`config.mk`:
```
export PLATFORM = sky130hd
export DESIGN_NAME = sat_capture_stage
export DESIGN_NICKNAME = d
export VERILOG_FILES = /design/src/rtl/sat_capture_stage.sv
export SDC_FILE = /design/constraint.sdc
export NUM_CORES = 1
export LEC_CHECK = 0
export BUFFER_PORTS_ARGS = -buffer_cell sky130_fd_sc_hd__buf_2
export CORE_ASPECT_RATIO = 1.75
export CORE_MARGIN = 4
export CORE_UTILIZATION = 37
export DETAILED_ROUTE_END_ITERATION = 6
export GPL_TIMING_DRIVEN = 0
export PLACE_DENSITY = 0.65
export SYNTH_ARGS = -nofsm -noshare
export SYNTH_HDL_FRONTEND = slang
export SYNTH_SLANG_ARGS = --single-unit
```
`constraint.sdc`:
```
create_clock -name clk -period 1.3 [get_ports clk]
set_input_delay 0.065 -clock clk [delete_from_list [all_inputs] [get_ports clk]]
set_output_delay 0.065 -clock clk [all_outputs]
set_load 0.02 [all_outputs]
```
`src/rtl/sat_capture_stage.sv`:
```
// sat_capture_stage: capture end of a launch path. Accepts words over valid/ready,
// applies a saturating add of OFFSET ("logic c"), and presents the results through a
// registered output stage with a one-entry skid buffer. in_ready and out_valid are
// both flops, so no combinational path crosses the block boundary.
//
// Ports:
//   clk         rising-edge clock
//   rst         asynchronous active-high reset
//   in_valid    upstream word present
//   in_ready    block can accept a word this cycle (registered)
//   in_data     upstream word
//   out_valid   out_data/out_sat hold a valid result (registered)
//   out_ready   downstream accepts this cycle
//   out_data    transformed word
//   out_sat     out_data was saturated; travels with the word
//   xfer_count  completed output transfers, modulo 2^16
module sat_capture_stage #(
    parameter int unsigned WIDTH  = 8,
    parameter int unsigned OFFSET = 1
) (
    input  logic             clk,
    input  logic             rst,
    input  logic             in_valid,
    output logic             in_ready,
    input  logic [WIDTH-1:0] in_data,
    output logic             out_valid,
    input  logic             out_ready,
    output logic [WIDTH-1:0] out_data,
    output logic             out_sat,
    output logic [15:0]      xfer_count
);

    localparam int unsigned CNT_W = 16;

    typedef enum logic [1:0] {
        EMPTY = 2'd0,
        ONE   = 2'd1,
        FULL  = 2'd2
    } state_t;

    state_t           state;
    logic [WIDTH-1:0] skid_data;
    logic             skid_sat;

    logic [WIDTH-1:0] off_c;
    logic [WIDTH:0]   sum_c;
    logic [WIDTH-1:0] res_data_c;
    logic             res_sat_c;
    logic             in_fire_c;
    logic             out_fire_c;

    // Logic c: saturating add, applied before the word is stored.
    assign off_c      = WIDTH'(OFFSET);
    assign sum_c      = {1'b0, in_data} + {1'b0, off_c};
    assign res_sat_c  = sum_c[WIDTH];
    assign res_data_c = sum_c[WIDTH] ? {WIDTH{1'b1}} : sum_c[WIDTH-1:0];

    assign in_fire_c  = in_valid & in_ready;
    assign out_fire_c = out_valid & out_ready;

    // Buffer control; in_ready comes out of reset low and rises on the first edge.
    always_ff @(posedge clk or posedge rst) begin
        if (rst) begin
            state      <= EMPTY;
            in_ready   <= 1'b0;
            out_valid  <= 1'b0;
            out_data   <= '0;
            out_sat    <= 1'b0;
            skid_data  <= '0;
            skid_sat   <= 1'b0;
            xfer_count <= '0;
        end else begin
            case (state)
                EMPTY: begin
                    in_ready <= 1'b1;
                    if (in_fire_c) begin
                        out_data  <= res_data_c;
                        out_sat   <= res_sat_c;
                        out_valid <= 1'b1;
                        state     <= ONE;
                    end
                end
                ONE: begin
                    if (in_fire_c && out_fire_c) begin
                        // New word replaces the departing one, no bubble.
                        out_data <= res_data_c;
                        out_sat  <= res_sat_c;
                    end else if (in_fire_c) begin
                        skid_data <= res_data_c;
                        skid_sat  <= res_sat_c;
                        in_ready  <= 1'b0;
                        state     <= FULL;
                    end else if (out_fire_c) begin
                        out_valid <= 1'b0;
                        state     <= EMPTY;
                    end
                end
                FULL: begin
                    if (out_fire_c) begin
                        out_data <= skid_data;
                        out_sat  <= skid_sat;
                        in_ready <= 1'b1;
                        state    <= ONE;
                    end
                end
                default: begin
                    state     <= EMPTY;
                    in_ready  <= 1'b0;
                    out_valid <= 1'b0;
                end
            endcase

            if (out_fire_c) begin
                xfer_count <= xfer_count + CNT_W'(1);
            end
        end
    end

endmodule

```
==> metrics.txt, run 1 <==
# TYPE chip_impl_metric gauge
chip_impl_metric{name="asyncSetResetFlopFracSynth",unit=""} 1.00
chip_impl_metric{name="grt_max_degree",unit=""} 39
chip_impl_metric{name="fin_total_pwr",unit="uW"} 5530
chip_impl_info{name="tritoncts",value="built"} 1
chip_impl_metric{name="maxCapViolCount",unit=""} 0
chip_impl_metric{name="setup_total_negative_slack",unit="ns"} -1.71
chip_impl_metric{name="cts-buffers-inserted",unit=""} 5
chip_impl_metric{name="detailedPlace.worstSlack",unit="ns"} -0.254
chip_impl_metric{name="first_pass_grt_wire_length",unit="um"} 7160
chip_impl_metric{name="nets",unit=""} 262
chip_impl_metric{name="p_leak",unit="uW"} 0.00121
chip_impl_metric{name="antenna_found_initial",unit=""} 0
chip_impl_metric{name="finalCritPeriodShare",unit=""} 1.12
chip_impl_metric{name="finalWirelength",unit="um"} 4510
chip_impl_metric{name="antenna-diode-count",unit=""} 0
chip_impl_info{name="cp-start-kind",value="flop"} 1
chip_impl_metric{name="top_area_cell_type_share_of_the_netlist_area",unit=""} 0.515
chip_impl_metric{name="mapped_cells",unit=""} 181
chip_impl_metric{name="cts.sinks",unit=""} 38
chip_impl_metric{name="synth.cell_area",unit="um^2"} 1850
chip_impl_metric{name="worst-slew-pin-transition",unit="ns"} 0.791
chip_impl_metric{name="route.detailed.drc",unit=""} 0
chip_impl_metric{name="path_clk_slew",unit="ns"} 0.07
chip_impl_metric{name="drt_pre_antenna_iters",unit=""} 4
chip_impl_info{name="worst_hold_path_type",value="in2reg"} 1
chip_impl_info{name="synthMostInstantiatedCell",value="sky130_fd_sc_hd__dfrtp_1"} 1
chip_impl_metric{name="fp.dieArea",unit="um^2"} 6230
chip_impl_metric{name="setup_viol",unit=""} 22
chip_impl_metric{name="design.core.area",unit="um^2"} 4750
chip_impl_metric{name="placement_rows",unit=""} 33
chip_impl_metric{name="switching_power",unit="uW"} 2150
chip_impl_metric{name="timing.fmax",unit="GHz"} 0.687
chip_impl_metric{name="power_report.internal_total",unit="uW"} 3390
chip_impl_metric{name="initialDrtViolationCount",unit=""} 55
chip_impl_metric{name="ctsHtreeMaxLevel",unit=""} 2
chip_impl_metric{name="ant_nets",unit=""} 0
chip_impl_metric{name="max_slew_margin",unit=""} 0.472
chip_impl_metric{name="cp_max_fo",unit=""} 9
chip_impl_info{name="path_class",value="reg2reg"} 1
chip_impl_metric{name="timing.critical_path.required",unit="ns"} 1.49
chip_impl_info{name="failed_checks",value="setup timing"} 1
chip_impl_metric{name="synthesis.nets",unit=""} 195
chip_impl_metric{name="areal_power_density_over_the_cells",unit="nW/um^2"} 2090
chip_impl_metric{name="synthesis.area_per_instance",unit="um^2"} 10.2
chip_impl_metric{name="power.sequential.fraction",unit=""} 0.359
chip_impl_metric{name="fill_cells",unit=""} 409
chip_impl_metric{name="chipWidth",unit="um"} 61.4
chip_impl_metric{name="grt_pass1_vias",unit=""} 1592
chip_impl_metric{name="worst_skew_pair.late_latency",unit="ns"} 0.29
chip_impl_info{name="synthDominantAreaCellType",value="sky130_fd_sc_hd__dfrtp_1"} 1
chip_impl_metric{name="number_of_enable_flip_flop_cells_after_synthesis",unit=""} 0
chip_impl_metric{name="worst_slack_setup_final",unit="ns"} -0.156
chip_impl_info{name="synth.area.top_cells",value="sky130_fd_sc_hd__dfrtp_1, sky130_fd_sc_hd__xnor2_1, sky130_fd_sc_hd__nand2_1"} 1
chip_impl_info{name="rsz0062_at_grt",value="yes"} 1
chip_impl_metric{name="detail_route.vias_per_cell",unit=""} 5.29
chip_impl_metric{name="numPortBuffers",unit=""} 38
chip_impl_metric{name="layout-drive-gt1-share",unit=""} 0.494
chip_impl_metric{name="clock_skew",unit="ns"} 0.00504
chip_impl_metric{name="synth_seq_area_share",unit=""} 0.515
chip_impl_metric{name="max-clock-path-buffers",unit=""} 2
chip_impl_metric{name="timing.final.crit_period",unit="ns"} 1.46
chip_impl_metric{name="ys_seq_elements",unit=""} 38
chip_impl_metric{name="start_util",unit=""} 0.389
chip_impl_metric{name="fin_util",unit=""} 0.557
chip_impl_metric{name="dr_total_vias",unit=""} 1593
chip_impl_metric{name="p_comb_frac",unit=""} 0.488
chip_impl_info{name="synth.cells.most_frequent",value="sky130_fd_sc_hd__dfrtp_1, sky130_fd_sc_hd__nand2_1, sky130_fd_sc_hd__nor2_1"} 1
chip_impl_metric{name="yosys_warnings",unit=""} 0
chip_impl_metric{name="fin_area",unit="um^2"} 2640
chip_impl_info{name="run_status",value="finished, violations left"} 1
chip_impl_metric{name="arrival",unit="ns"} 1.64
chip_impl_info{name="yosys_most_used_dff",value="sky130_fd_sc_hd__dfrtp_1"} 1
chip_impl_metric{name="placedInstanceArea",unit="um^2"} 2140
chip_impl_metric{name="maxSlewViolCount",unit=""} 0
chip_impl_metric{name="p_sw_frac",unit=""} 0.388
chip_impl_metric{name="yosys.cell_types.count",unit=""} 38
chip_impl_metric{name="finalHoldViolCount",unit=""} 0
chip_impl_metric{name="routed_length_per_instance",unit="um"} 15.0
chip_impl_metric{name="floorplan.io_pins",unit=""} 39
chip_impl_metric{name="global_route.overflow_total",unit=""} 0
chip_impl_metric{name="routabilityCongestion",unit=""} 0.827
chip_impl_metric{name="detail_placement_hpwl",unit="um"} 2940
chip_impl_info{name="endpoint_kind",value="flop"} 1
chip_impl_metric{name="syn2layout_area_growth",unit="%"} 43.2
chip_impl_metric{name="gr-usage-all-layers",unit=""} 0.154
chip_impl_metric{name="power.clock.fraction",unit=""} 0.152
chip_impl_info{name="clock-root-buffer",value="sky130_fd_sc_hd__clkbuf_8"} 1
chip_impl_metric{name="fp.dieH",unit="um"} 101
chip_impl_metric{name="ir_worst_vdd",unit="V"} 0.00143
[state kept, by name, summed over array words and instances, names as in the netlist]
register,flops
in_ready,1
xfer_count,16
state,2
out_data,8
out_sat,1
skid_data,8
out_valid,1
skid_sat,1
[final cells by class]
type                            instances  area [um^2]  area share
Multi-Input combinational cell        133         1050       0.396
Sequential cell                        38          965       0.365
Timing Repair Buffer                   61          408       0.154
Clock buffer                            7         86.3      0.0327
Tap cell                               52         65.1      0.0246
Buffer                                  5         52.6      0.0199
Inverter                                4         15.0     0.00568
Clock inverter                          1         5.00     0.00189
[path summary, 6_finish.rpt]
path | from | endpoint | slack, ns | depth (start not counted)
worst min register to register | xfer_count[15] | xfer_count[15] | 0.46 | 1
worst max-delay path | state[1] | out_data[2] | -0.16 | 6
max in group asynchronous | rst | in_ready | 0.28 | 3
worst min-delay path | in_valid | in_ready | 0.11 | 3
min in group asynchronous | rst | xfer_count[13] | 0.46 | 3
worst max register to register | state[1] | out_data[2] | -0.16 | 6
[worst max-delay path, cell delays in order, from the launching register on]
cell                       delay, ns
sky130_fd_sc_hd__dfrtp_1        0.36
sky130_fd_sc_hd__buf_4          0.18
sky130_fd_sc_hd__o32ai_4        0.32
sky130_fd_sc_hd__buf_12         0.17
sky130_fd_sc_hd__buf_8          0.11
sky130_fd_sc_hd__o311ai_2       0.08
sky130_fd_sc_hd__o21a_1         0.12
[cell usage in the layout (no fill, tap or decap), types with 3 or more instances in the layout]
cell                        n
sky130_fd_sc_hd__buf_2     38
sky130_fd_sc_hd__buf_4     17
sky130_fd_sc_hd__clkbuf_8   6
sky130_fd_sc_hd__nor2_4     3
sky130_fd_sc_hd__dfrtp_2   11
sky130_fd_sc_hd__nand2_1   18
sky130_fd_sc_hd__inv_1      3
sky130_fd_sc_hd__o21ai_2    4
sky130_fd_sc_hd__nand2_2    6
sky130_fd_sc_hd__nor2_2     4
sky130_fd_sc_hd__xor2_1     5
sky130_fd_sc_hd__nor2_1    10
sky130_fd_sc_hd__nand4_1    6
sky130_fd_sc_hd__a31oi_1    5
sky130_fd_sc_hd__buf_6      6
sky130_fd_sc_hd__o21ai_1    3
sky130_fd_sc_hd__mux2i_1    4
sky130_fd_sc_hd__a21oi_1    7
sky130_fd_sc_hd__nand3_1    6
sky130_fd_sc_hd__xnor2_1   12
sky130_fd_sc_hd__dfrtp_1   27
[metrics by stage]
step,std cells,hold WS [ns]
after global placement,271,0.302
final,301,0.107
after floorplan,181,0.161
after CTS,291,0.0680
after global routing,301,0.125
after detailed placement,271,0.267
[per-layer routing]
metal / up-vias / share of wire / GRT usage / wire length (um)
li1: 773 / - / - / -
met3: 8 / 0.034 / 0.0281 / 155
met2: 28 / 0.58 / 0.281 / 2620
met5: - / 0 / 0 / 0
met4: 0 / 0.026 / 0.0768 / 117
met1: 784 / 0.36 / 0.161 / 1620
[power groups by stage]
stage | clock network, uW | logic, uW | registers (uW)
after floorplan | 0 | 1050 | 2230
after global placement | 0 | 1850 | 1940
after detailed placement | 0 | 1870 | 1950
after CTS | 866 | 2340 | 1930
after global routing | 894 | 2930 | 2050
final | 842 | 2700 | 1990
[timing repair]
item | in CTS | in global routing
endpoints found under the hold margin | 39 | 0
pin swaps | 12 | 14
endpoints found under the setup margin | 26 | 28
cloned | 1 | 1
hold buffers | 2 | 0
gates resized for setup | 17 | 41
buffers inserted | 9 | 11
[logic make-up after synthesis]
group,Yosys count,share of synthesized area
flip-flops,38,0.515
XOR/XNOR,17,0.0807
AND/OR/NAND/NOR,72,0.189
multiplexers,7,0.0400
AO/OA/AOI/OAI,35,0.134
buffers and inverters,10,0.0271
adder cells (fa/ha/maj),2,0.0136
No activity file was read; power rests on OpenSTA's default activity.
==> inputs of run 2 (changes only) <==
Settings changed: RECOVER_POWER set to 50.
==> run 2 against run 1 <==
Compared with the run above: the run still ends with setup timing left; fmax hardly changed; clock skew about the same; worst setup slack barely moved; largest cell class unchanged; highest routed layer unchanged.
==> metrics.txt, run 2 (synthesis gave the netlist of run 1 again) <==
# TYPE chip_impl_metric gauge
chip_impl_info{name="mostFrequentLayoutCells",value="sky130_fd_sc_hd__dfrtp_1, sky130_fd_sc_hd__clkbuf_1, sky130_fd_sc_hd__nand2_1, sky130_fd_sc_hd__buf_2, sky130_fd_sc_hd__buf_4"} 1
chip_impl_info{name="run_status",value="finished, violations left"} 1
chip_impl_metric{name="syn2layout_area_growth",unit="%"} 41.8
chip_impl_metric{name="initialDrtViolationCount",unit=""} 54
chip_impl_metric{name="reg2reg_setup_slack",unit="ns"} -0.16
chip_impl_metric{name="critical_path.max_stage_delay",unit="ns"} 0.36
chip_impl_info{name="clock-root-buffer",value="sky130_fd_sc_hd__clkbuf_8"} 1
chip_impl_metric{name="numPortBuffers",unit=""} 38
chip_impl_metric{name="fp.dieArea",unit="um^2"} 6230
chip_impl_metric{name="min_path_cells",unit=""} 3
chip_impl_info{name="worst_path_dominant_cell_family",value="compound AO/OA/AOI/OAI gates"} 1
chip_impl_metric{name="ir_worst_vdd",unit="V"} 0.00143
chip_impl_metric{name="route.detailed.drc",unit=""} 0
chip_impl_info{name="biggestRegsByFlops",value="xfer_count: 16 flops, out_data: 8 flops, skid_data: 8 flops"} 1
chip_impl_metric{name="global_route.overflow_total",unit=""} 0
chip_impl_info{name="holdPathEnd",value="in_ready"} 1
chip_impl_metric{name="placedInstanceArea",unit="um^2"} 2140
chip_impl_info{name="worst_hold_path_type",value="in2reg"} 1
chip_impl_metric{name="dr_total_vias",unit=""} 1597
chip_impl_metric{name="floorplan.io_pins",unit=""} 39
chip_impl_metric{name="start_util",unit=""} 0.389
chip_impl_metric{name="grt_max_degree",unit=""} 39
chip_impl_metric{name="detail_placement_hpwl",unit="um"} 2940
chip_impl_metric{name="detailedPlace.worstSlack",unit="ns"} -0.254
chip_impl_metric{name="timing.critical_path.required",unit="ns"} 1.49
chip_impl_metric{name="largest_register_ff_count",unit=""} 16
chip_impl_metric{name="drt_pre_antenna_iters",unit=""} 4
chip_impl_metric{name="routabilityCongestion",unit=""} 0.827
chip_impl_metric{name="chipWidth",unit="um"} 61.4
chip_impl_metric{name="antenna_found_initial",unit=""} 0
chip_impl_metric{name="grt_pass1_vias",unit=""} 1592
chip_impl_metric{name="ctsHtreeMaxLevel",unit=""} 2
chip_impl_metric{name="first_pass_grt_wire_length",unit="um"} 7160
chip_impl_info{name="regToRegEndpoint",value="out_data[2]"} 1
chip_impl_metric{name="switching_power",unit="uW"} 2150
chip_impl_metric{name="areal_power_density_over_the_cells",unit="nW/um^2"} 2100
chip_impl_metric{name="path_clk_slew",unit="ns"} 0.07
chip_impl_metric{name="worst_slack_setup_final",unit="ns"} -0.156
chip_impl_metric{name="cts.sinks",unit=""} 38
chip_impl_info{name="tritoncts",value="built"} 1
chip_impl_metric{name="routed_length_per_instance",unit="um"} 15.0
chip_impl_info{name="cp-start-kind",value="flop"} 1
chip_impl_metric{name="maxSlewViolCount",unit=""} 0
chip_impl_metric{name="seqCellArea",unit="um^2"} 963
chip_impl_metric{name="layout-drive-gt1-share",unit=""} 0.410
chip_impl_metric{name="p_leak",unit="uW"} 0.00114
chip_impl_metric{name="ant_nets",unit=""} 0
chip_impl_metric{name="finalHoldViolCount",unit=""} 0
chip_impl_metric{name="placement_rows",unit=""} 33
chip_impl_metric{name="timing.fmax",unit="GHz"} 0.687
chip_impl_metric{name="fin_util",unit=""} 0.551
chip_impl_metric{name="power.clock.fraction",unit=""} 0.153
chip_impl_metric{name="multi_input_comb_area",unit="um^2"} 1050
chip_impl_metric{name="cts-buffers-inserted",unit=""} 5
chip_impl_info{name="failed_checks",value="setup timing"} 1
chip_impl_info{name="endpoint_kind",value="flop"} 1
chip_impl_metric{name="fill_cells",unit=""} 425
chip_impl_metric{name="arrival",unit="ns"} 1.64
chip_impl_info{name="worstReg2RegStart",value="state[1]"} 1
chip_impl_metric{name="antenna-diode-count",unit=""} 0
chip_impl_metric{name="p_sw_frac",unit=""} 0.392
chip_impl_info{name="slowest_stage",value="sky130_fd_sc_hd__dfrtp_1"} 1
chip_impl_metric{name="worst-slew-pin-transition",unit="ns"} 0.791
chip_impl_metric{name="ff2ff_path_depth",unit=""} 6
chip_impl_metric{name="power.sequential.fraction",unit=""} 0.362
chip_impl_info{name="register_bank_with_the_most_flops",value="xfer_count"} 1
chip_impl_metric{name="design.core.area",unit="um^2"} 4750
chip_impl_metric{name="p_comb_frac",unit=""} 0.484
chip_impl_metric{name="cp_max_fo",unit=""} 9
chip_impl_info{name="rsz0062_at_grt",value="yes"} 1
chip_impl_metric{name="detail_route.vias_per_cell",unit=""} 5.31
chip_impl_metric{name="max-clock-path-buffers",unit=""} 2
chip_impl_metric{name="finalWirelength",unit="um"} 4520
chip_impl_info{name="mostFrequentLayoutCell",value="sky130_fd_sc_hd__dfrtp_1"} 1
chip_impl_metric{name="gr-usage-all-layers",unit=""} 0.154
chip_impl_metric{name="finalCritPeriodShare",unit=""} 1.12
chip_impl_metric{name="timing.final.crit_period",unit="ns"} 1.46
chip_impl_metric{name="clock_skew",unit="ns"} 0.00507
chip_impl_metric{name="power_report.internal_total",unit="uW"} 3340
chip_impl_metric{name="fin_total_pwr",unit="uW"} 5490
chip_impl_info{name="worstPathCellList",value="buf_4 -> o32ai_4 -> buf_12 -> buf_8 -> o311ai_2 -> o21a_1"} 1
chip_impl_info{name="hold_path.startpoint",value="in_valid"} 1
chip_impl_metric{name="setup_viol",unit=""} 22
chip_impl_metric{name="fp.dieH",unit="um"} 101
chip_impl_metric{name="max_slew_margin",unit=""} 0.472
chip_impl_metric{name="maxCapViolCount",unit=""} 0
chip_impl_metric{name="path_buf_inv",unit=""} 3
chip_impl_metric{name="worst_skew_pair.late_latency",unit="ns"} 0.29
chip_impl_info{name="path_class",value="reg2reg"} 1
chip_impl_metric{name="nets",unit=""} 262
chip_impl_metric{name="fin_area",unit="um^2"} 2620
## run 2: how the worst max path moves through the flow
stage	depth (start not counted)	to	slack, ns	start
2_1_floorplan	4	out_data[1]	-0.12	state[0]
3_3_place_gp	2	in_ready	-0.28	rst
3_5_place_dp	6	out_data[2]	-0.25	state[0]
4_1_cts	7	out_data[2]	-0.21	state[0]
5_1_grt	6	out_data[2]	-0.19	state[1]
6_report	6	out_data[2]	-0.16	state[1]
## run 2: area by class of cell
class / count / share of cell area
Multi-Input combinational cell: 133 / 0.400
Sequential cell: 38 / 0.368
Timing Repair Buffer: 61 / 0.146
Clock buffer: 7 / 0.0330
Tap cell: 52 / 0.0249
Buffer: 5 / 0.0201
Inverter: 4 / 0.00574
Clock inverter: 1 / 0.00191
## run 2: timing repair
item                                    in CTS  in global routing
hold buffers                                 2                  0
pin swaps                                   12                 14
endpoints found under the setup margin      26                 28
setup buffers                                9                 11
resized for setup                           17                 41
gates cloned                                 1                  1
endpoints found under the hold margin       39                  0
## run 2: through the flow
stage,cells,TNS [ns],hold slack [ns]
after floorplan,181,-0.779,0.161
after global placement,271,-9.53,0.302
after detailed placement,271,-2.49,0.267
after CTS,291,-2.07,0.0680
after global routing,301,-3.10,0.125
final,301,-1.71,0.107
## run 2: power groups by stage
| stage | Clock, uW | Sequential, uW | Combinational [uW] |
|---|---|---|---|
| 2_1_floorplan | 0 | 2230 | 1050 |
| 3_3_place_gp | 0 | 1940 | 1850 |
| 4_1_cts | 866 | 1930 | 2340 |
| 3_5_place_dp | 0 | 1950 | 1870 |
| 5_1_grt | 894 | 2050 | 2890 |
| 6_report | 842 | 1990 | 2660 |
## run 2: layer usage
layer	routed length, um	part of all wire	GRT usage
met1	1620	0.36	0.161
met2	2630	0.58	0.281
met3	151	0.033	0.0281
met4	117	0.026	0.0768
met5	0	0	0
## run 2: worst min-delay path, delay by kind of cell
| kind | cells | cell delay [ns] |
|---|---|---|
| compound gates | 2 | 0.18 |
| buf+inv | 1 | 0.12 |
==> inputs of run 3 (changes only) <==
Settings changed: PLACE_DENSITY 0.65 to not set, PLACE_DENSITY_LB_ADDON set to 0.25, SKIP_LAST_GASP set to 1.
==> run 3 against run 2 <==
Compared with the run above: the run still ends with setup timing left; clock power decreased by 2%; total power is 7.4% lower; critical path type unchanged; global-route usage is 0.42 points lower; combinational power is 14% lower.
==> metrics.txt, run 3 (synthesis gave the netlist of run 1 again) <==
# TYPE chip_impl_metric gauge
chip_impl_info{name="run_status",value="finished, violations left"} 1
chip_impl_info{name="failed_checks",value="setup timing"} 1
chip_impl_metric{name="maxSlewViolCount",unit=""} 0
chip_impl_metric{name="worst-slew-pin-transition",unit="ns"} 0.789
chip_impl_metric{name="ir_worst_vdd",unit="V"} 0.00113
chip_impl_info{name="biggestRegsByFlops",value="xfer_count: 16 flops, out_data: 8 flops, skid_data: 8 flops"} 1
chip_impl_metric{name="fp.dieArea",unit="um^2"} 6230
chip_impl_metric{name="floorplan.io_pins",unit=""} 39
chip_impl_metric{name="p_leak",unit="uW"} 0.00110
chip_impl_metric{name="gr-usage-all-layers",unit=""} 0.150
chip_impl_metric{name="start_util",unit=""} 0.389
chip_impl_metric{name="routed_length_per_instance",unit="um"} 14.6
chip_impl_metric{name="power_report.internal_total",unit="uW"} 3110
chip_impl_metric{name="finalHoldViolCount",unit=""} 0
chip_impl_metric{name="timing.critical_path.required",unit="ns"} 1.48
chip_impl_info{name="endpoint_kind",value="flop"} 1
chip_impl_metric{name="nets",unit=""} 260
chip_impl_metric{name="worst_skew_pair.late_latency",unit="ns"} 0.28
chip_impl_metric{name="routabilityCongestion",unit=""} 0.842
chip_impl_metric{name="fp.dieH",unit="um"} 101
chip_impl_metric{name="path_clk_slew",unit="ns"} 0.08
chip_impl_info{name="top_layer_used_by_detailed_routing",value="met4"} 1
chip_impl_metric{name="wl_met1",unit="um"} 1710
chip_impl_metric{name="ff2ff_path_depth",unit=""} 6
chip_impl_metric{name="drt_pre_antenna_iters",unit=""} 4
chip_impl_metric{name="grt_pass1_vias",unit=""} 1560
chip_impl_metric{name="maxCapViolCount",unit=""} 0
chip_impl_metric{name="ctsHtreeMaxLevel",unit=""} 2
chip_impl_info{name="mostFrequentLayoutCells",value="sky130_fd_sc_hd__dfrtp_1, sky130_fd_sc_hd__clkbuf_1, sky130_fd_sc_hd__nand2_1, sky130_fd_sc_hd__buf_4, sky130_fd_sc_hd__buf_2"} 1
chip_impl_metric{name="design.core.area",unit="um^2"} 4750
chip_impl_metric{name="final_cells",unit=""} 299
chip_impl_metric{name="dpl.cell_count",unit=""} 271
chip_impl_metric{name="dr_total_vias",unit=""} 1574
chip_impl_metric{name="numPortBuffers",unit=""} 38
chip_impl_metric{name="layout-drive-gt1-share",unit=""} 0.336
chip_impl_metric{name="chipWidth",unit="um"} 61.4
chip_impl_metric{name="detailedPlace.worstSlack",unit="ns"} -0.276
chip_impl_metric{name="cts.sinks",unit=""} 38
chip_impl_metric{name="finalCritPeriodShare",unit=""} 1.11
chip_impl_metric{name="initialDrtViolationCount",unit=""} 57
chip_impl_metric{name="critical_path.max_stage_delay",unit="ns"} 0.38
chip_impl_metric{name="arrival",unit="ns"} 1.62
chip_impl_metric{name="global_route.overflow_total",unit=""} 0
chip_impl_metric{name="antenna_found_initial",unit=""} 0
chip_impl_metric{name="areal_power_density_over_the_cells",unit="nW/um^2"} 2050
chip_impl_metric{name="wl_met3",unit="um"} 201
chip_impl_metric{name="syn2layout_area_growth",unit="%"} 34.8
chip_impl_metric{name="finalWirelength",unit="um"} 4380
chip_impl_metric{name="antenna-diode-count",unit=""} 0
chip_impl_info{name="regToRegEndpoint",value="out_data[2]"} 1
chip_impl_info{name="hold_path.startpoint",value="in_data[0]"} 1
chip_impl_info{name="clock-root-buffer",value="sky130_fd_sc_hd__clkbuf_8"} 1
chip_impl_metric{name="cts-buffers-inserted",unit=""} 5
chip_impl_info{name="cp-start-kind",value="flop"} 1
chip_impl_metric{name="clock_skew",unit="ns"} 0.00609
chip_impl_metric{name="p_comb_frac",unit=""} 0.452
chip_impl_info{name="holdPathEnd",value="skid_data[0]"} 1
chip_impl_metric{name="setup_viol",unit=""} 20
chip_impl_metric{name="detail_placement_hpwl",unit="um"} 2950
chip_impl_metric{name="cp_max_fo",unit=""} 8
chip_impl_metric{name="fin_util",unit=""} 0.524
chip_impl_metric{name="met2WireLength",unit="um"} 2400
chip_impl_metric{name="min_path_cells",unit=""} 2
chip_impl_info{name="register_bank_with_the_most_flops",value="xfer_count"} 1
chip_impl_metric{name="p_sw_frac",unit=""} 0.389
chip_impl_info{name="rsz0062_at_grt",value="yes"} 1
chip_impl_info{name="mostFrequentLayoutCell",value="sky130_fd_sc_hd__dfrtp_1"} 1
chip_impl_metric{name="ant_nets",unit=""} 0
chip_impl_metric{name="timing.fmax",unit="GHz"} 0.693
chip_impl_info{name="worstReg2RegStart",value="state[1]"} 1
chip_impl_info{name="worstPathCellList",value="buf_6 -> o32ai_4 -> buf_6 -> buf_8 -> o311ai_4 -> o21a_1"} 1
chip_impl_metric{name="worst_slack_setup_final",unit="ns"} -0.143
chip_impl_info{name="worst_hold_path_type",value="in2reg"} 1
chip_impl_metric{name="largest_register_ff_count",unit=""} 16
chip_impl_info{name="path_class",value="reg2reg"} 1
chip_impl_metric{name="max-clock-path-buffers",unit=""} 2
chip_impl_info{name="crit_top_cell",value="sky130_fd_sc_hd__buf_6"} 1
chip_impl_info{name="slowest_stage",value="sky130_fd_sc_hd__dfrtp_1"} 1
chip_impl_metric{name="detail_route.vias_per_cell",unit=""} 5.26
chip_impl_metric{name="route.detailed.drc",unit=""} 0
chip_impl_metric{name="first_pass_grt_wire_length",unit="um"} 7120
chip_impl_metric{name="placement_rows",unit=""} 33
chip_impl_metric{name="power.sequential.fraction",unit=""} 0.385
chip_impl_metric{name="grt_max_degree",unit=""} 39
chip_impl_metric{name="reg2reg_setup_slack",unit="ns"} -0.14
chip_impl_metric{name="max_slew_margin",unit=""} 0.473
chip_impl_info{name="tritoncts",value="built"} 1
chip_impl_metric{name="power.clock.fraction",unit=""} 0.163
chip_impl_metric{name="fill_cells",unit=""} 450
chip_impl_metric{name="switching_power",unit="uW"} 1980
chip_impl_metric{name="timing.final.crit_period",unit="ns"} 1.44
-- run 3: critical path, delay by kind of cell, from the launching register on --
kind                   cells  cell delay, ns
AOI/OAI and AO/OA          3            0.53
buffers and inverters      3            0.42
DFF                        1            0.38
-- run 3: power groups by stage --
stage	Sequential [uW]	Clock, uW	Combinational, uW
2_1_floorplan	2230	0	1050
3_3_place_gp	1950	0	1850
3_5_place_dp	1960	0	1890
4_1_cts	1920	868	2090
5_1_grt	2010	906	2530
6_report	1960	829	2300
-- run 3: final cells by class --
cell class	instances	area, um^2	share of cell area
inverters	4	15.0	0.00604
well taps	52	65.1	0.0262
flip-flops and latches	38	965	0.388
clock buffers	7	86.3	0.0347
repair buffers	59	340	0.137
multi-input cells	133	958	0.385
clock inverters	1	5.00	0.00201
plain buffers	5	52.6	0.0211
-- run 3: metrics by stage --
stage                     hold slack (ns)  power (uW)  instance area (um^2)  TNS [ns]
after detailed placement            0.277        3850                  2140     -3.06
after global routing               0.0163        5450                  2490     -3.31
after CTS                         0.00428        4880                  2360     -3.15
after global placement              0.314        3800                  2140    -11.78
after floorplan                     0.161        3290                  1890    -0.779
final                              0.0103        5090                  2490     -1.23
-- run 3: worst max path at each step --
| stage | depth (start not counted) | endpoint | from |
|---|---|---|---|
| after floorplan | 4 | out_data[1] | state[0] |
| after global placement | 2 | in_ready | rst |
| after detailed placement | 6 | out_data[2] | state[0] |
| after CTS | 6 | out_data[6] | state[0] |
| after global routing | 6 | out_data[2] | state[1] |
| final | 6 | out_data[2] | state[1] |
-- run 3: repair_timing --
item                       CTS  global route
pin swaps                    7            10
resized for setup            7            27
buffers inserted            12             8
setup endpoints to repair   29            30
hold endpoints to repair    38             0
hold buffers                 1             0
-- run 3: metal layers --
metal  global-route usage  up-vias
met2                0.259       43
met1                0.169      761
met5                    0        -
met3               0.0344        6
li1                     -      764
met4               0.0686        0
